<file path="src/rtl/sample_loader.sv">
// Sample batch loader: fills a DEPTH-entry buffer from a valid/ready
// stream, then hands the frozen batch to a mean unit with start/done.
// Ports: clk, rst (async, active high), in_data/in_valid/in_ready
// (sample stream), mem (batch buffer, indices 1..DEPTH), start,
// mean_ready, mean_done (mean unit handshake), count, batches.
module sample_loader #(
    parameter int WIDTH = 8,
    parameter int DEPTH = 32
) (
    input  logic             clk,
    input  logic             rst,
    input  logic [WIDTH-1:0] in_data,
    input  logic             in_valid,
    output logic             in_ready,
    output logic [WIDTH-1:0] mem [1:DEPTH],
    output logic             start,
    input  logic             mean_ready,
    input  logic             mean_done,
    output logic [5:0]       count,
    output logic [7:0]       batches
);

    typedef enum logic [1:0] {
        FILL,
        ARM,
        START,
        WAIT_DONE
    } state_t;

    state_t           state_q, state_d;
    logic [5:0]       count_q, count_d;
    logic [7:0]       batches_q, batches_d;
    logic             start_q, start_d;
    logic [WIDTH-1:0] mem_q [1:DEPTH];
    logic [WIDTH-1:0] mem_d [1:DEPTH];
    logic             xfer;

    // Deasserted during reset so nothing is accepted while state is forced.
    assign in_ready = (state_q == FILL) && !rst;
    assign xfer     = in_valid && in_ready;

    always_comb begin
        state_d   = state_q;
        count_d   = count_q;
        batches_d = batches_q;
        mem_d     = mem_q;
        unique case (state_q)
            FILL: begin
                if (xfer) begin
                    count_d = count_q + 6'd1;
                    if (count_q == 6'(DEPTH - 1)) begin
                        state_d = ARM;
                    end
                end
            end
            ARM: begin
                if (mean_ready) begin
                    state_d = START;
                end
            end
            // Hold start until the mean unit drops ready (accepted).
            START: begin
                if (!mean_ready) begin
                    state_d = WAIT_DONE;
                end
            end
            WAIT_DONE: begin
                if (mean_done) begin
                    state_d   = FILL;
                    count_d   = '0;
                    batches_d = batches_q + 8'd1;
                end
            end
            default: state_d = FILL;
        endcase
        // Writes only happen in FILL, so the buffer is frozen otherwise.
        for (int i = 1; i <= DEPTH; i++) begin
            if (xfer && (count_q == 6'(i - 1))) begin
                mem_d[i] = in_data;
            end
        end
        start_d = (state_d == START);
    end

    always_ff @(posedge clk or posedge rst) begin
        if (rst) begin
            state_q   <= FILL;
            count_q   <= '0;
            batches_q <= '0;
            start_q   <= 1'b0;
            for (int i = 1; i <= DEPTH; i++) begin
                mem_q[i] <= '0;
            end
        end else begin
            state_q   <= state_d;
            count_q   <= count_d;
            batches_q <= batches_d;
            start_q   <= start_d;
            mem_q     <= mem_d;
        end
    end

    assign mem     = mem_q;
    assign start   = start_q;
    assign count   = count_q;
    assign batches = batches_q;

endmodule

</file>
<file path="config.mk">
export PLATFORM = sky130hd
export DESIGN_NAME = sample_loader
export DESIGN_NICKNAME = d
export VERILOG_FILES = /design/src/rtl/sample_loader.sv
export SDC_FILE = /design/constraint.sdc
export NUM_CORES = 1
export LEC_CHECK = 0
export CAP_MARGIN = 25
export CORE_UTILIZATION = 45
export DETAILED_ROUTE_END_ITERATION = 12
export GPL_TIMING_DRIVEN = 0
export HOLD_SLACK_MARGIN = 0.1
export PLACE_DENSITY = 0.75
export SLEW_MARGIN = 0
export SYNTH_ARGS = -nofsm -noshare
export SYNTH_HDL_FRONTEND = slang
export SYNTH_SLANG_ARGS = --single-unit
</file>
<file path="constraint.sdc">
create_clock -name clk -period 10.5 [get_ports clk]
set_input_delay 1.05 -clock clk [delete_from_list [all_inputs] [get_ports clk]]
set_output_delay 1.05 -clock clk [all_outputs]
set_load 0.005 [all_outputs]
</file>
==> results.sh, run 1 <==
export IMPL_synth_edf_count=0
export IMPL_fill_cells=1779
export IMPL_skew_ns=0.0168
export IMPL_path_clk_slew_ns=0.06
export IMPL_reg2reg_to="mem[1]"
export IMPL_dp_cells=1285
export IMPL_synth_seq_cells=273
export IMPL_grt_max_degree=135
export IMPL_yosysSeqAreaShare=0.636
export IMPL_nets=1015
export IMPL_setup_ws_ns=7.11
export IMPL_ir_worst_vdd_mv=0.138
export IMPL_grt_use_total=0.237
export IMPL_row_count=56
export IMPL_drt_pass1_iterations=6
export IMPL_worstRegToRegCells=5
export IMPL_ant_nets=0
export IMPL_cts_tree="built"
export IMPL_drc=0
export IMPL_numPortBuffers=284
export IMPL_finalHoldWorstSlack_ns=0.473
export IMPL_avgRoutedWirePerCell_um=21.3
export IMPL_yosysUniqueCellTypes=34
export IMPL_status="completed"
export IMPL_htreeDepth=1
export IMPL_fin_crit_sh=0.323
export IMPL_clockBufferDepth=3
export IMPL_syn_to_final_growth_pct=40.1
export IMPL_syn_inst=680
export IMPL_endpoint_kind="output pin"
export IMPL_start_util=0.458
export IMPL_r2r_start="count[1]"
export IMPL_drv_slew=0
export IMPL_clk_latency_ns=0.53
export IMPL_n_antenna_cell=0
export IMPL_finalPower_mw=2.84
export IMPL_ys_warnings_count=0
export IMPL_slew_headroom=0.317
export IMPL_die_width_um=157
export IMPL_power_density_mw_per_mm2=189
export IMPL_syn_cell_area_mm2=0.0107
export IMPL_cts_made_buffers=29
export IMPL_criticalPathCategory="input port to output pin"
export IMPL_critPathMaxStageDelay_ns=0.55
export IMPL_cp_common_cell="clkdlybuf4s50_1"
export IMPL_drtIter0Drc=232
export IMPL_hold_start="batches[7]"
export IMPL_critical_path_cell_chain="clkdlybuf4s50_1 -> nor3_1 -> clkdlybuf4s50_1"
export IMPL_antenna_found_initial=0
export IMPL_fmax_mhz=295
export IMPL_pre_cts_ws_ns=6.78
export IMPL_min_to="batches[7]"
export IMPL_async_reset_ff_frac=1.00
export IMPL_post_cts_setup_buffers=0
export IMPL_crit_path_start_kind="input port"
export IMPL_whs_path_depth=1
export IMPL_synth_top_cells_by_count="dfrtp_1 (273), mux2_2 (256), clkbuf_1 (37)"
export IMPL_root_buffer="clkbuf_16"
export IMPL_rsz0062_at_grt="false"
export IMPL_synthesis_nets=698
export IMPL_cp_required_ns=9.45
export IMPL_core_area_mm2=0.0235
export IMPL_slowest_stage="clkdlybuf4s50_1"
export IMPL_r2r_setup_slack_ns=7.76
export IMPL_wl_um=28400
export IMPL_power_leakage_nw=7.01
export IMPL_dpl_hpwl_um=19500
export IMPL_gp_congestion=0.756
export IMPL_holdBufCountCts=0
export IMPL_vias=6822
export IMPL_finalSetupTns_ns=0
export IMPL_grt_pass1_wl_um=43400
export IMPL_yosys_area_top_type="dfrtp_1"
export IMPL_instances_no_fill=1335
export IMPL_max_slew_worst_pin_slew_ns=1.02
export IMPL_final_hold_viol_count=0
export IMPL_cts_resized=0
export IMPL_postSynthAreaPerCell_um2=15.8
export IMPL_crit_fanout=4
export IMPL_layout_drive_gt1_share=0.323
export IMPL_synth_top_area_frac=0.636
export IMPL_finalSetupViolCount=0
export IMPL_synth_area_leaders="dfrtp_1 (64%), mux2_2 (27%), nor3_4 (1.4%), clkbuf_1 (1.3%), nand4_1 (1.2%)"
export IMPL_min_path_type="register to register"
export IMPL_io_pins=285
export IMPL_grt_pass1_vias=7049
export IMPL_synth_main_ff_cell="dfrtp_1"
export IMPL_cp_arrival_ns=2.34
export IMPL_grt_overflow_total=0
export IMPL_synth_most_common_cell="dfrtp_1"
export IMPL_die_y_um=157
export IMPL_dieArea_mm2=0.0245
export IMPL_numClockSinks=273
export IMPL_max_cap_violations=0
export IMPL_post_drt_via_cell_ratio=5.11
export IMPL_period_minus_slack_ns=3.39
[cell families after synthesis]
logic type,Yosys count,share of synthesized area
flops,273,0.636
compound gates,14,0.00745
xor+xnor,8,0.00652
fa+ha+maj,5,0.00582
buf+inv,51,0.0208
simple gates,73,0.0551
mux,256,0.268
[worst max-delay path: cells and delay by family]
| kind | cells | cell delay, ns |
|---|---|---|
| simple gates | 1 | 0.19 |
| buf+inv | 2 | 1.10 |
[per-stage QoR]
step	util	cell area, um2
after global routing	0.641	15100
final	0.641	15100
after detailed placement	0.598	14000
after CTS	0.641	15100
after global placement	0.596	14000
after floorplan	-	10700
[layer usage]
| metal | share of wire | wire length (um) | vias up | global-route usage |
|---|---|---|---|---|
| met2 | 0.48 | 13800 | 213 | 0.396 |
| met3 | 0.069 | 1970 | 34 | 0.0634 |
| met5 | 0 | 0 | - | 0 |
| met1 | 0.43 | 12100 | 3526 | 0.307 |
| li1 | - | - | 3049 | - |
| met4 | 0.020 | 576 | 0 | 0.0593 |
[final cells by class]
class,instances,area [um2],area share
buffer,45,201,0.0134
timing repair buffer,286,2900,0.192
clock buffer,43,868,0.0577
inverter,6,30.0,0.00199
clock inverter,7,139,0.00923
tap,319,399,0.0265
sequential,273,6830,0.454
multi-input combinational,356,3690,0.245
[state kept, by name, indices dropped and copies added (netlist names)]
name	count
count	6
mem	256
start	1
batches	8
state_q	2
[placed cells by master (no fill, tap or decap), drive strengths merged]
cell	Yosys	final
xnor2	5	5
nor2	4	4
nor4	5	5
nand3b	4	4
nor2b	2	2
or4b	1	1
nand2b	2	2
bufinv	0	4
ha	5	5
nor3	14	14
inv	6	7
o21ai	3	3
dfrtp	273	273
buf	8	10
xor2	3	3
o31a	1	1
and2	2	2
or3	2	2
clkbuf	37	80
nand3	4	4
mux2	256	256
a21oi	7	7
and3	1	1
or4	2	2
nor4b	1	1
nand4	20	20
clkdlybuf4s50	0	284
o31ai	2	2
a31oi	1	1
nand2	9	9
clkinv	0	2
[report_power, final]
part | switching, mW | leakage, nW | internal (mW)
clock | 0.404 | 0.497 | 0.664
combinational | 0.221 | 2.82 | 0.308
sequential | 0.0745 | 3.69 | 1.17
[how the worst max path moves through the flow]
stage / from / end
6_report: rst / in_ready
2_1_floorplan: rst / batches[0]
3_5_place_dp: rst / mem[217]
4_1_cts: rst / in_ready
5_1_grt: rst / in_ready
3_3_place_gp: rst / mem[255]
(Power assumes the default switching activity.)
==> run 2, diff against run 1 <==
==> constraint.sdc (replaced) <==
create_clock -name clk -period 3.25 [get_ports clk]
set_input_delay 0.325 -clock clk [delete_from_list [all_inputs] [get_ports clk]]
set_output_delay 0.325 -clock clk [all_outputs]
set_load 0.005 [all_outputs]
==> results.sh, run 2 (synthesis results as in run 1) <==
export IMPL_post_dp_cell_area_mm2=0.0141
export IMPL_critical_path_top_delay_family="simple AND/OR/NAND/NOR gates"
export IMPL_power_density_mw_per_mm2=612
export IMPL_drc=0
export IMPL_grt_overflow_total=0
export IMPL_swShare=0.247
export IMPL_gp_congestion=0.776
export IMPL_n_antenna_cell=0
export IMPL_wl_um=28600
export IMPL_clockBufferDepth=3
export IMPL_grt_max_degree=43
export IMPL_layout_commonest_cell="clkdlybuf4s50_1"
export IMPL_dieArea_mm2=0.0245
export IMPL_drtIter0Drc=138
export IMPL_fin_crit_sh=0.838
export IMPL_grt_pass1_vias=7245
export IMPL_nets=1020
export IMPL_period_minus_slack_ns=2.72
export IMPL_row_count=56
export IMPL_cp_required_ns=3.66
export IMPL_seq_power_share=0.433
export IMPL_max_slew_worst_pin_slew_ns=1.04
export IMPL_r2r_setup_slack_ns=0.53
export IMPL_slew_headroom=0.304
export IMPL_antenna_found_initial=0
export IMPL_ant_nets=0
export IMPL_postLayoutCellArea_mm2=0.0152
export IMPL_cts_tree="built"
export IMPL_root_buffer="clkbuf_16"
export IMPL_skew_ns=0.0180
export IMPL_max_cap_violations=0
export IMPL_power_leakage_nw=7.07
export IMPL_htreeDepth=1
export IMPL_holdBufCountCts=0
export IMPL_finalSetupViolCount=0
export IMPL_endpoint_kind="register"
export IMPL_die_width_um=157
export IMPL_multiInputGateArea_mm2=0.00369
export IMPL_rsz0062_at_grt="false"
export IMPL_die_y_um=157
export IMPL_crit_path_start_kind="register"
export IMPL_criticalPathCategory="register to register"
export IMPL_post_cts_setup_buffers=0
export IMPL_p_int_mw=6.99
export IMPL_start_util=0.458
export IMPL_grt_use_total=0.239
export IMPL_cts_resized=0
export IMPL_drv_slew=0
export IMPL_dpl_hpwl_um=20300
export IMPL_post_drt_via_cell_ratio=5.12
export IMPL_layout_area_seq_mm2=0.00683
export IMPL_path_buf_inv=1
export IMPL_numClockSinks=273
export IMPL_finalHoldWorstSlack_ns=0.302
export IMPL_comb_power_share=0.184
export IMPL_vias=6879
export IMPL_status="completed"
export IMPL_drt_pass1_iterations=5
export IMPL_cts_made_buffers=29
export IMPL_path_clk_slew_ns=0.06
export IMPL_io_pins=285
export IMPL_largest_reg_flops=256
export IMPL_clk_latency_ns=0.54
export IMPL_ir_worst_vdd_mv=0.485
export IMPL_cp_arrival_ns=3.14
export IMPL_grt_pass1_wl_um=43900
export IMPL_critPathMaxStageDelay_ns=0.89
export IMPL_core_area_mm2=0.0235
export IMPL_fmax_mhz=367
export IMPL_final_hold_viol_count=0
export IMPL_final_cell_mix="clkdlybuf4s50_1 (284), dfrtp_1 (273), mux2_2 (256)"
export IMPL_crit_fanout=9
export IMPL_min_path_type="input port to asynchronous set/reset pin"
export IMPL_fill_cells=1750
export IMPL_switchingPower_mw=2.29
export IMPL_syn_to_final_growth_pct=41.3
export IMPL_avgRoutedWirePerCell_um=21.3
export IMPL_slowest_stage="nor3_2"
export IMPL_layout_drive_gt1_share=0.331
export IMPL_critical_path_cell_chain="ha_1 -> clkbuf_1 -> nand3b_1 -> nor3_2 -> mux2_2"
export IMPL_p_clk_frac=0.383
export IMPL_numPortBuffers=284
==> run 2: cell types whose count changed in the layout (fill, tap and decap cells not counted), sizes merged <==
cell	change
buf	+5
bufinv	+1
clkinv	+6
clkbuf	-4
clkinvlp	+1
inv	-1
==> run 2: area by class of cell <==
type / instances / share of cell area
multi-input combinational: 356 / 0.243
clock buffer: 39 / 0.0556
buffer: 45 / 0.0133
inverter: 6 / 0.00173
tap: 319 / 0.0263
timing repair buffer: 291 / 0.197
clock inverter: 14 / 0.0134
sequential: 273 / 0.450
==> run 2: worst paths after layout <==
path,start,depth (start not counted),to
hold reg to reg,batches[7],1,batches[7]
min in group clk,mean_ready,2,start
setup reg to reg,count[1],5,mem[4]
max in group asynchronous,rst,6,mem[214]
setup / recovery,count[1],5,mem[4]
hold / removal,rst,2,count[3]
==> run 2: power by group through the flow <==
stage          clock [mW]  sequential [mW]  combinational (mW)
5_1_grt              3.75             4.07                1.85
2_1_floorplan           0             4.08               0.669
6_report             3.55             4.02                1.71
4_1_cts              3.61             4.03                1.73
3_5_place_dp            0             4.08                1.72
3_3_place_gp            0             4.06                1.68
==> run 2: routing by layer <==
| metal | vias to the layer above | wire length [um] | track usage |
|---|---|---|---|
| met5 | - | 0 | 0 |
| li1 | 3070 | - | - |
| met4 | 0 | 778 | 0.0728 |
| met3 | 48 | 1850 | 0.0554 |
| met1 | 3549 | 12000 | 0.310 |
| met2 | 212 | 13900 | 0.398 |
==> run 2: per-stage QoR <==
stage	worst slack [ns]	TNS, ns	utilization	std cells	total power [mW]
2_1_floorplan	-0.684	-186.84	-	680	4.75
3_3_place_gp	-2.69	-728.67	0.596	1283	5.74
3_5_place_dp	0.287	0	0.602	1290	5.80
4_1_cts	0.463	0	0.646	1343	9.37
5_1_grt	0.379	0	0.646	1343	9.67
6_report	0.527	0	0.646	1343	9.28
==> run 3, diff against run 2 <==
--- a/config.mk
+++ b/config.mk
@@ -6,11 +6,11 @@
 export NUM_CORES = 1
 export LEC_CHECK = 0
 export CAP_MARGIN = 25
-export CORE_UTILIZATION = 45
+export CORE_UTILIZATION = 44
 export DETAILED_ROUTE_END_ITERATION = 12
 export GPL_TIMING_DRIVEN = 0
 export HOLD_SLACK_MARGIN = 0.1
-export PLACE_DENSITY = 0.75
+export PLACE_DENSITY = 0.76
 export SLEW_MARGIN = 0
 export SYNTH_ARGS = -nofsm -noshare
 export SYNTH_HDL_FRONTEND = slang
==> constraint.sdc (replaced) <==
create_clock -name clk -period 2.5 [get_ports clk]
set_input_delay 0.25 -clock clk [delete_from_list [all_inputs] [get_ports clk]]
set_output_delay 0.25 -clock clk [all_outputs]
set_load 0.005 [all_outputs]
==> results.sh, run 3 (synthesis results as in run 1) <==
export IMPL_status="completed"
export IMPL_clockBufferDepth=3
export IMPL_max_slew_worst_pin_slew_ns=0.684
export IMPL_crit_path_start_kind="register"
export IMPL_drc=0
export IMPL_slowest_stage="or4b_1"
export IMPL_largest_reg_flops=256
export IMPL_final_hold_viol_count=0
export IMPL_finalSetupTns_ns=0
export IMPL_dpl_hpwl_um=20500
export IMPL_min_path_type="input port to asynchronous set/reset pin"
export IMPL_layout_commonest_cell="clkdlybuf4s50_1"
export IMPL_final_util=0.648
export IMPL_grt_pass1_wl_um=44300
export IMPL_drt_pass1_iterations=4
export IMPL_grt_overflow_total=0
export IMPL_crit_fanout=10
export IMPL_die_width_um=158
export IMPL_power_density_mw_per_mm2=751
export IMPL_layout_drive_gt1_share=0.343
export IMPL_path_buf_inv=3
export IMPL_layout_area_seq_mm2=0.00683
export IMPL_die_y_um=158
export IMPL_final_cell_mix="clkdlybuf4s50_1 (284), dfrtp_1 (273), mux2_2 (256)"
export IMPL_dieArea_mm2=0.0250
export IMPL_period_minus_slack_ns=2.40
export IMPL_endpoint_kind="register"
export IMPL_slew_headroom=0.544
export IMPL_criticalPathCategory="register to register"
export IMPL_fill_cells=1822
export IMPL_start_util=0.454
export IMPL_fin_crit_sh=0.961
export IMPL_ant_nets=0
export IMPL_fmax_mhz=416
export IMPL_critical_path_top_delay_family="simple AND/OR/NAND/NOR gates"
export IMPL_critical_path_cell_chain="buf_2 -> or4b_1 -> buf_6 -> buf_8 -> nor3_4 -> mux2_2"
export IMPL_critPathMaxStageDelay_ns=0.53
export IMPL_post_drt_via_cell_ratio=5.14
export IMPL_row_count=56
export IMPL_max_cap_violations=0
export IMPL_numClockSinks=273
export IMPL_htreeDepth=1
export IMPL_io_pins=285
export IMPL_syn_to_final_growth_pct=42.8
export IMPL_cp_required_ns=2.92
export IMPL_grt_pass1_vias=7395
export IMPL_skew_ns=0.0127
export IMPL_cp_arrival_ns=2.82
export IMPL_antenna_found_initial=0
export IMPL_finalSetupViolCount=0
export IMPL_multiInputGateArea_mm2=0.00371
export IMPL_drtIter0Drc=210
export IMPL_wl_um=29200
export IMPL_nets=1049
export IMPL_vias=7045
export IMPL_drv_slew=0
export IMPL_ir_worst_vdd_mv=0.618
export IMPL_path_clk_slew_ns=0.06
export IMPL_gp_congestion=0.765
export IMPL_grt_use_total=0.236
export IMPL_n_antenna_cell=0
export IMPL_root_buffer="clkbuf_16"
export IMPL_core_area_mm2=0.0237
export IMPL_cts_made_buffers=29
export IMPL_clk_latency_ns=0.54
export IMPL_numPortBuffers=284
export IMPL_holdBufCountCts=0
export IMPL_power_leakage_nw=7.19
export IMPL_grt_max_degree=43
export IMPL_avgRoutedWirePerCell_um=21.3
export IMPL_cts_tree="built"
run 3: cell types whose count changed in the layout (fill, tap and decap cells not counted), moves of 2 or more:
cell,before,now
buf_12,7,13
bufinv_16,5,0
nor3_4,9,12
buf_4,0,23
nor3_2,3,0
clkinv_2,7,5
clkbuf_1,39,46
run 3: cell type report:
| type | instances | area share |
|---|---|---|
| clock buffer | 46 | 0.0560 |
| sequential | 273 | 0.445 |
| inverter | 6 | 0.00171 |
| buffer | 45 | 0.0132 |
| tap | 319 | 0.0260 |
| multi-input combinational | 356 | 0.242 |
| timing repair buffer | 320 | 0.214 |
| clock inverter | 6 | 0.00220 |
run 3: routing by layer:
| layer | vias to the layer above | track usage | share of wire |
|---|---|---|---|
| met2 | 250 | 0.402 | 0.49 |
| li1 | 3127 | - | - |
| met4 | 0 | 0.0623 | 0.023 |
| met5 | - | 0 | 0 |
| met3 | 44 | 0.0686 | 0.088 |
| met1 | 3624 | 0.292 | 0.40 |
run 3: worst paths after layout:
check	startpoint	to	slack, ns	cells past startpoint
max	state_q[0]	mem[69]	0.1	6
min	rst	batches[6]	0.21	2
max reg2reg	state_q[0]	mem[69]	0.1	6
min reg2reg	batches[7]	batches[7]	0.47	1
max in group asynchronous	rst	mem[3]	0.99	6
min in group clk	mean_ready	start	0.35	2
run 3: through the flow:
step	instance area (um2)	setup WS, ns	std cells	total power, mW	hold WS (ns)
after floorplan	10700	-1.36	680	6.18	0.379
after global placement	14000	-3.37	1283	7.47	0.476
after detailed placement	14100	-0.341	1290	7.55	0.462
after CTS	15100	-0.00318	1353	11.6	0.208
after global routing	15300	-0.0297	1371	12.0	0.249
final	15300	0.0978	1371	11.5	0.212
run 3: what timing repair did:
action / CTS / global route
pin swaps: 10 / 13
buffers inserted: 11 / 18
gates resized for setup: 4 / 1
endpoints found under the setup margin: 79 / 170
run 3: report_power, final:
| part | total [mW] | internal (mW) | switching, mW |
|---|---|---|---|
| sequential | 5.23 | 4.91 | 0.318 |
| combinational | 2.25 | 1.31 | 0.935 |
| clock | 4.03 | 2.34 | 1.69 |
